**src/rtl/cnn_bias_relu.sv**
```systemverilog
// cnn_bias_relu: per-output-channel FP32 bias add followed by ReLU, downstream of the 3x3 conv.
// Define CNN_BIAS_RELU_EN to enable the ReLU clamp; otherwise the raw bias sum is passed through.

module fp_add_sub (
    input  logic        clk,
    input  logic        reset,
    input  logic        valid_in,
    input  logic        sub,
    input  logic [31:0] a,
    input  logic [31:0] b,
    output logic        valid_out,
    output logic [31:0] result
);
    logic        sa, sb, a_nan, b_nan, a_inf, b_inf, swap, big_s, sticky, spec;
    logic [7:0]  ea, eb, big_e, sml_e, d;
    logic [23:0] ma, mb, big_m, sml_m;
    logic [26:0] sml_x, sh, sml_sh;
    logic [31:0] spec_val;

    logic        s1_vld, s1_sign, s1_sub, s1_spec;
    logic [7:0]  s1_exp;
    logic [26:0] s1_big, s1_small;
    logic [31:0] s1_spec_val;

    // Stage 1: unpack (subnormals flushed to zero), order by magnitude, align with sticky.
    always_comb begin
        sa    = a[31];
        sb    = b[31] ^ sub;
        ea    = a[30:23];
        eb    = b[30:23];
        ma    = (ea == '0) ? '0 : {1'b1, a[22:0]};
        mb    = (eb == '0) ? '0 : {1'b1, b[22:0]};
        a_nan = (ea == '1) && (a[22:0] != '0);
        b_nan = (eb == '1) && (b[22:0] != '0);
        a_inf = (ea == '1) && (a[22:0] == '0);
        b_inf = (eb == '1) && (b[22:0] == '0);
        swap  = {eb, b[22:0]} > {ea, a[22:0]};
        big_s = swap ? sb : sa;
        big_e = swap ? eb : ea;
        big_m = swap ? mb : ma;
        sml_e = swap ? ea : eb;
        sml_m = swap ? ma : mb;
        d     = big_e - sml_e;
        sml_x = {sml_m, 3'b000};
        if (d > 8'd26) begin
            sh     = '0;
            sticky = (sml_m != '0);
        end else begin
            sh     = sml_x >> d;
            sticky = (sml_x & ((27'd1 << d) - 27'd1)) != '0;
        end
        sml_sh = {sh[26:1], sh[0] | sticky};
        spec   = (ea == '1) || (eb == '1);
        if (a_nan || b_nan || (a_inf && b_inf && (sa != sb)))
            spec_val = 32'h7FC0_0000;
        else if (a_inf)
            spec_val = {sa, 8'hFF, 23'd0};
        else
            spec_val = {sb, 8'hFF, 23'd0};
    end

    always_ff @(posedge clk) begin
        if (reset) s1_vld <= 1'b0;
        else       s1_vld <= valid_in;
        s1_sign     <= big_s;
        s1_sub      <= sa ^ sb;
        s1_exp      <= big_e;
        s1_big      <= {big_m, 3'b000};
        s1_small    <= sml_sh;
        s1_spec     <= spec;
        s1_spec_val <= spec_val;
    end

    logic [27:0]       sum;
    logic [26:0]       norm;
    logic [4:0]        lz;
    logic signed [9:0] e_n;
    logic [24:0]       rnd;
    logic [22:0]       frac;
    logic              up;
    logic [31:0]       res;

    // Stage 2: add, normalise, round to nearest even, saturate to inf / flush to zero.
    always_comb begin
        sum = s1_sub ? ({1'b0, s1_big} - {1'b0, s1_small}) : ({1'b0, s1_big} + {1'b0, s1_small});
        lz  = '0;
        for (int unsigned i = 0; i < 27; i++)
            if (sum[i]) lz = 5'(26 - i);
        if (sum[27]) begin
            norm = {sum[27:2], sum[1] | sum[0]};
            e_n  = $signed({2'b00, s1_exp}) + 10'sd1;
        end else begin
            norm = sum[26:0] << lz;
            e_n  = $signed({2'b00, s1_exp}) - $signed({5'b00000, lz});
        end
        up   = norm[2] & (norm[1] | norm[0] | norm[3]);
        rnd  = {1'b0, norm[26:3]} + 25'(up);
        if (rnd[24]) e_n = e_n + 10'sd1;
        frac = rnd[24] ? rnd[23:1] : rnd[22:0];
        if (s1_spec)              res = s1_spec_val;
        else if (sum == '0)       res = {s1_sign & ~s1_sub, 31'd0};
        else if (e_n >= 10'sd255) res = {s1_sign, 8'hFF, 23'd0};
        else if (e_n <= 10'sd0)   res = {s1_sign, 31'd0};
        else                      res = {s1_sign, e_n[7:0], frac};
    end

    always_ff @(posedge clk) begin
        if (reset) valid_out <= 1'b0;
        else       valid_out <= s1_vld;
        result <= res;
    end
endmodule

module cnn_bias_relu #(
    parameter int DATA_WIDTH      = 32,
    parameter int IMAGE_WIDTH     = 612,
    parameter int IMAGE_HEIGHT    = 612,
    parameter int CHANNEL_NUM_OUT = 64
) (
    input  logic                  clk,
    input  logic                  reset,
    input  logic                  stride2,
    input  logic                  valid_bias_in,
    input  logic [DATA_WIDTH-1:0] bias_in,
    input  logic                  valid_in,
    input  logic [DATA_WIDTH-1:0] pxl_in,
    output logic                  bias_ready,
    output logic [DATA_WIDTH-1:0] pxl_out,
    output logic                  valid_out,
    output logic                  frame_done,
    output logic                  err_drop
);
    localparam int CW = (CHANNEL_NUM_OUT > 1) ? $clog2(CHANNEL_NUM_OUT) : 1;
    localparam int PW = $clog2(IMAGE_WIDTH * IMAGE_HEIGHT + 1);
    localparam logic [CW-1:0] CH_LAST        = CW'(CHANNEL_NUM_OUT - 1);
    localparam logic [PW-1:0] PIX_LAST_FULL  = PW'(IMAGE_WIDTH * IMAGE_HEIGHT - 1);
    localparam logic [PW-1:0] PIX_LAST_HALF  = PW'((IMAGE_WIDTH / 2) * (IMAGE_HEIGHT / 2) - 1);

    typedef enum logic {LOAD, RUN} state_t;
    state_t state, state_nx;

    logic [DATA_WIDTH-1:0] bias_tab [CHANNEL_NUM_OUT];
    logic [CW-1:0]         wr_ptr, ch_cnt, oc_cnt;
    logic [PW-1:0]         pix_cnt, pix_last;
    logic                  stride_q, load_we, issue, add_vld;
    logic [DATA_WIDTH-1:0] sum, relu_val;

    always_ff @(posedge clk) begin
        if (reset) state <= LOAD;
        else       state <= state_nx;
    end

    always_comb begin
        state_nx = state;
        if (state == LOAD && valid_bias_in && wr_ptr == CH_LAST) state_nx = RUN;
    end

    always_comb begin
        load_we    = (state == LOAD) && valid_bias_in;
        issue      = (state == RUN) && valid_in;
        bias_ready = (state == RUN);
    end

    always_ff @(posedge clk) begin
        if (load_we) bias_tab[wr_ptr] <= bias_in;
    end

    always_ff @(posedge clk) begin
        if (reset) begin
            wr_ptr   <= '0;
            ch_cnt   <= '0;
            stride_q <= 1'b0;
            err_drop <= 1'b0;
        end else begin
            if (load_we) begin
                wr_ptr <= (wr_ptr == CH_LAST) ? '0 : wr_ptr + 1'b1;
                if (wr_ptr == CH_LAST) stride_q <= stride2;
            end
            if (issue) ch_cnt <= (ch_cnt == CH_LAST) ? '0 : ch_cnt + 1'b1;
            if (valid_in && state == LOAD) err_drop <= 1'b1;
        end
    end

    fp_add_sub u_add (
        .clk       (clk),
        .reset     (reset),
        .valid_in  (issue),
        .sub       (1'b0),
        .a         (pxl_in),
        .b         (bias_tab[ch_cnt]),
        .valid_out (add_vld),
        .result    (sum)
    );

    always_comb begin
`ifdef CNN_BIAS_RELU_EN
        relu_val = sum[DATA_WIDTH-1] ? '0 : sum;
`else
        relu_val = sum;
`endif
        pix_last = stride_q ? PIX_LAST_HALF : PIX_LAST_FULL;
    end

    // Output channel/pixel counters advance with the word entering the output register,
    // so frame_done lines up with the valid_out of the last word.
    always_ff @(posedge clk) begin
        if (reset) begin
            valid_out  <= 1'b0;
            frame_done <= 1'b0;
            pxl_out    <= '0;
            oc_cnt     <= '0;
            pix_cnt    <= '0;
        end else begin
            valid_out  <= add_vld;
            frame_done <= 1'b0;
            if (add_vld) begin
                pxl_out <= relu_val;
                if (oc_cnt == CH_LAST) begin
                    oc_cnt <= '0;
                    if (pix_cnt == pix_last) begin
                        pix_cnt    <= '0;
                        frame_done <= 1'b1;
                    end else begin
                        pix_cnt <= pix_cnt + 1'b1;
                    end
                end else begin
                    oc_cnt <= oc_cnt + 1'b1;
                end
            end
        end
    end
endmodule

```
**config.mk**
```make
export PLATFORM = sky130hd
export DESIGN_NAME = cnn_bias_relu
export DESIGN_NICKNAME = d
export VERILOG_FILES = /design/src/rtl/cnn_bias_relu.sv
export SDC_FILE = /design/constraint.sdc
export NUM_CORES = 2
export LEC_CHECK = 0
export CAP_MARGIN = 30
export CORE_MARGIN = 5
export CORE_UTILIZATION = 35
export DETAILED_ROUTE_END_ITERATION = 16
export PLACE_DENSITY = 0.61
export SLEW_MARGIN = 5
export SYNTH_ARGS = -nofsm -noshare
export SYNTH_HDL_FRONTEND = slang
export SYNTH_HIERARCHICAL = 1
export SYNTH_SLANG_ARGS = --single-unit
```
**constraint.sdc**
```tcl
create_clock -name clk -period 12.4 [get_ports clk]
set_input_delay 1.86 -clock clk [delete_from_list [all_inputs] [get_ports clk]]
set_output_delay 1.86 -clock clk [all_outputs]
set_load 0.02 [all_outputs]
```
==> results.md <==
* Run status: complete, no violations
* Kind of end point of the critical path: register
* Total instance count after detailed placement at 9322
* Die extent in x at about 530 µm
* Antenna violations before repair at 31
* Detailed-route wire length per cell at between 20 and 30 µm
* Slowest stage delay, CP at 0.86 ns
* Die area at 281000 µm²
* Tightest Pin Transition at about 1.1 ns
* Routed WL at 280 mm
* Share of Yosys cell area claimed by the top area cell type at 0.649
* Chip Height at around 530 µm
* Count of cell types in the netlist at around 110
* Number of flops mapped to enable cells by yosys at 2048
* Utilization after layout at 0.398
* Post-layout instance count excluding filler cells at 9723
* Antenna viol nets, final at 0
* Hold slack at between 0.4 and 0.5 ns
* Fraction of registers with async set or reset after synthesis at 0
* Achievable Freq at 96.9 MHz
* Max Slew Vio Count at 0
* Pre-CTS setup slack at approximately 2.3 ns
* Mapped cell area at 94800 µm²
* Cell area after placement at 101000 µm²
* Wire length of the first global-routing pass at ~400 mm
* Ratio of cells with drive above 1 in the final layout at 0.186
* Number of buffers on the longest clock path at 3
* Residual overflow from global routing at 0
* Pin count of the biggest net entering global routing at 101
* Post-CTS resize count at 0
* Crit Reg-Reg Endpoint: u_add/s1_small[0]$_DFF_P_
* Total power at 16.8 mW
* Worst hold endpoint: u_add/result[31]$_DFF_P_
* Global Route Usage Sum at 0.194
* Number of H-tree levels at 4
* Half-perimeter wire length after placement at roughly 170 mm
* Ys flop type: sky130_fd_sc_hd__edfxtp_1
* Pwr/cell area at roughly 160 nW/µm²
* Row count at between 150 and 200
* WP data required at 13.04 ns
* Net total in the final layout at 6131
* Insertion delay of the later-clocked pin in the worst-skew pair at 0.86 ns
* Cell types occupying the most area after synthesis: sky130_fd_sc_hd__edfxtp_1 65%, sky130_fd_sc_hd__mux4_2 9.8%, sky130_fd_sc_hd__dfxtp_1 3.8%, sky130_fd_sc_hd__mux2i_1 3.1%, sky130_fd_sc_hd__a22oi_1 1.7%
* Num ports at 105
* Post-synthesis sequential area ratio at 0.686
* Pre-Repair DR Iteration Count at 8
* Most frequent cells in the layout: 2048 x sky130_fd_sc_hd__edfxtp_1, 413 x sky130_fd_sc_hd__mux4_2, 292 x sky130_fd_sc_hd__mux2i_1, 267 x sky130_fd_sc_hd__nor2_1, 232 x sky130_fd_sc_hd__nand2_1
* Number of synthesized register bits at 2226
* Final Hold Viols at 0
* Clock-pin slew of the registers on the worst-case setup and hold paths at 0.06 ns
* Class of the tightest hold or removal check: reg2reg
* Slowest library cell on the worst path: sky130_fd_sc_hd__o311ai_0
* TritonCTS clock tree: done
* # setup viols final at 0
* Register-to-register setup slack at 2.08 ns
* Startpoint of the tightest hold check path: u_add/s1_spec_val[31]$_SDFF_PP0_
* Worst voltage drop across the vdd grid at 143 µV
* Inserted Clock Buffers at approximately 210
* Fraction of the cycle the final worst path needs at 0.832
* Root buffer cell: sky130_fd_sc_hd__clkbuf_16
* Core region area at 270000 µm²
* Cell leakage power at 32.9 nW
* Starting DRC count in detailed routing at 6981
* Routability congestion estimate from global placement at 0.919
* Endpoint arrival time on the critical path at 10.95 ns
* Worst-case reg-to-reg path depth at 28
* Area delta synth->final at 13.6%
* Via-per-instance ratio at 5.81
* Warnings from Yosys at 6
* Period minus WS final at 10.32 ns
* Most common library cell in the layout ignoring fill and taps: sky130_fd_sc_hd__edfxtp_1
* Max-cap violations at 0
* Number of cells on the worst hold path at 2
* Number of buffers inserted by hold repair at cts at 0
* Biggest area consumer among synthesized cells: sky130_fd_sc_hd__edfxtp_1
* Via count at roughly 56000
* Classification of the worst setup path: reg2reg
* Setup repair after global routing missed its margin: false
* Max_slew headroom at 0.289
* Number of DRC violations after detailed routing at 0
* Synth Area per Inst at 16.4 µm²
* Setup_tns at 0 ns
* Worst Setup Start Kind: register
* Maximum fanout encountered on the critical timing path at 53
* Clk sink count at approximately 2200
* Synthesized netlist net count at 5959
* Post-Route Skew at 0.0762 ns
* Quantity of I/O buffers inserted on ports at 104
* Post-CTS setup buffers at 0
* Number of global-route vias before repair at 54858
* Non-Filler Cell Area, Final at around 110000 µm²
* Final setup slack of the worst path at roughly 2.1 ns
* Post-synthesis cell count at 5793
* Starting utilization of the core area at 0.351
critical path, delay by kind of cell (launching register included):
family	cells	cell delay [ns]
AOI/OAI and AO/OA	9	3.36
and+or+nand+nor	11	2.97
buffers and inverters	4	1.47
DFF	1	0.83
adders and majority gates	2	0.71
muxes	2	0.67
metal layers:
layer / vias to the layer above / global-route usage / share of wire
li1: 23822 / - / -
met1: 29464 / 0.271 / 0.41
met2: 2693 / 0.316 / 0.47
met3: 461 / 0.0334 / 0.082
met4: 8 / 0.0518 / 0.029
met5: - / 0 / 0.00020
cells by family (layout without fill, tap and decap cells):
kind of cell	count (synthesis)	in the layout	synth area share
adders and majority gates	97	97	0.0130
other	1	14	0.0000396
DFF	2226	2226	0.686
xor gates and xnor gates	91	91	0.00857
AOI/OAI and AO/OA	1038	1038	0.0782
muxes	726	726	0.132
and+or+nand+nor	1172	1172	0.0620
buffers and inverters	442	789	0.0203
synthesized netlist by cell type, types with 13 or more instances:
library cell                instances
sky130_fd_sc_hd__edfxtp_1        2048
sky130_fd_sc_hd__mux4_2           413
sky130_fd_sc_hd__nor2_1           332
sky130_fd_sc_hd__mux2i_1          292
sky130_fd_sc_hd__nand2_1          232
sky130_fd_sc_hd__a22oi_1          219
sky130_fd_sc_hd__clkbuf_1         183
sky130_fd_sc_hd__dfxtp_1          178
sky130_fd_sc_hd__a21oi_1          173
sky130_fd_sc_hd__nand3_1          143
sky130_fd_sc_hd__o21ai_0          133
sky130_fd_sc_hd__buf_2            108
sky130_fd_sc_hd__ha_1              95
sky130_fd_sc_hd__inv_1             93
sky130_fd_sc_hd__nor3_1            88
sky130_fd_sc_hd__nand4_1           65
sky130_fd_sc_hd__o22ai_1           54
sky130_fd_sc_hd__nor4_1            51
sky130_fd_sc_hd__xor2_1            50
sky130_fd_sc_hd__o221ai_1          48
sky130_fd_sc_hd__nor2b_1           42
sky130_fd_sc_hd__o211ai_1          39
sky130_fd_sc_hd__xnor2_1           39
sky130_fd_sc_hd__a211oi_1          36
sky130_fd_sc_hd__and3_1            36
sky130_fd_sc_hd__a21o_1            33
sky130_fd_sc_hd__a31oi_1           33
sky130_fd_sc_hd__nand2b_1          32
sky130_fd_sc_hd__a22o_1            31
sky130_fd_sc_hd__or2_2             28
sky130_fd_sc_hd__o2111ai_1         25
sky130_fd_sc_hd__buf_1             24
sky130_fd_sc_hd__or3_1             24
sky130_fd_sc_hd__and2_1            20
sky130_fd_sc_hd__mux2_2            20
sky130_fd_sc_hd__buf_4             19
sky130_fd_sc_hd__o22a_1            17
sky130_fd_sc_hd__a21boi_0          13
sky130_fd_sc_hd__o31ai_1           13
power by group:
part	internal [mW]	leakage (nW)	switching (mW)
Clock	3.45	3.26	2.83
Combinational	0.682	9.79	1.51
Sequential	8.28	19.9	0.0509
Total	12.4	32.9	4.39
how the worst max path moves through the flow:
stage,start,end,slack (ns),depth (start not counted)
after floorplan,register,u_add/s1_small[0]$_DFF_P_,5.24,31
after global placement,register,u_add/s1_small[0]$_DFF_P_,2.45,28
after detailed placement,register,u_add/s1_small[0]$_DFF_P_,2.28,28
after CTS,register,u_add/s1_small[0]$_DFF_P_,2.21,27
after global routing,register,u_add/s1_small[0]$_DFF_P_,1.47,28
final,register,u_add/s1_small[0]$_DFF_P_,2.08,28
state kept, by name, summed over array words and instances, names as in the netlist, 2 cells and up, named ones only:
| register | cells |
|---|---|
| u_add/s1_spec_val | 2 |
| bias_tab | 2048 |
| oc_cnt | 6 |
| u_add/s1_exp | 8 |
| u_add/s1_big | 24 |
| pix_cnt | 19 |
| ch_cnt | 6 |
| u_add/result | 32 |
| wr_ptr | 6 |
| pxl_out | 32 |
| u_add/s1_small | 27 |
area by class of cell:
| class | count | area (µm²) |
|---|---|---|
| Antenna cell | 13 | 32.5 |
| Clock buffer | 250 | 5390 |
| Clock inverter | 135 | 1300 |
| Fill cell | 24320 | 163000 |
| Inverter | 99 | 372 |
| Multi-Input combinational cell | 3125 | 28400 |
| Sequential cell | 2226 | 65100 |
| Tap cell | 3570 | 4470 |
| Timing Repair Buffer | 305 | 2650 |
Power figures use the tool's default switching activity.
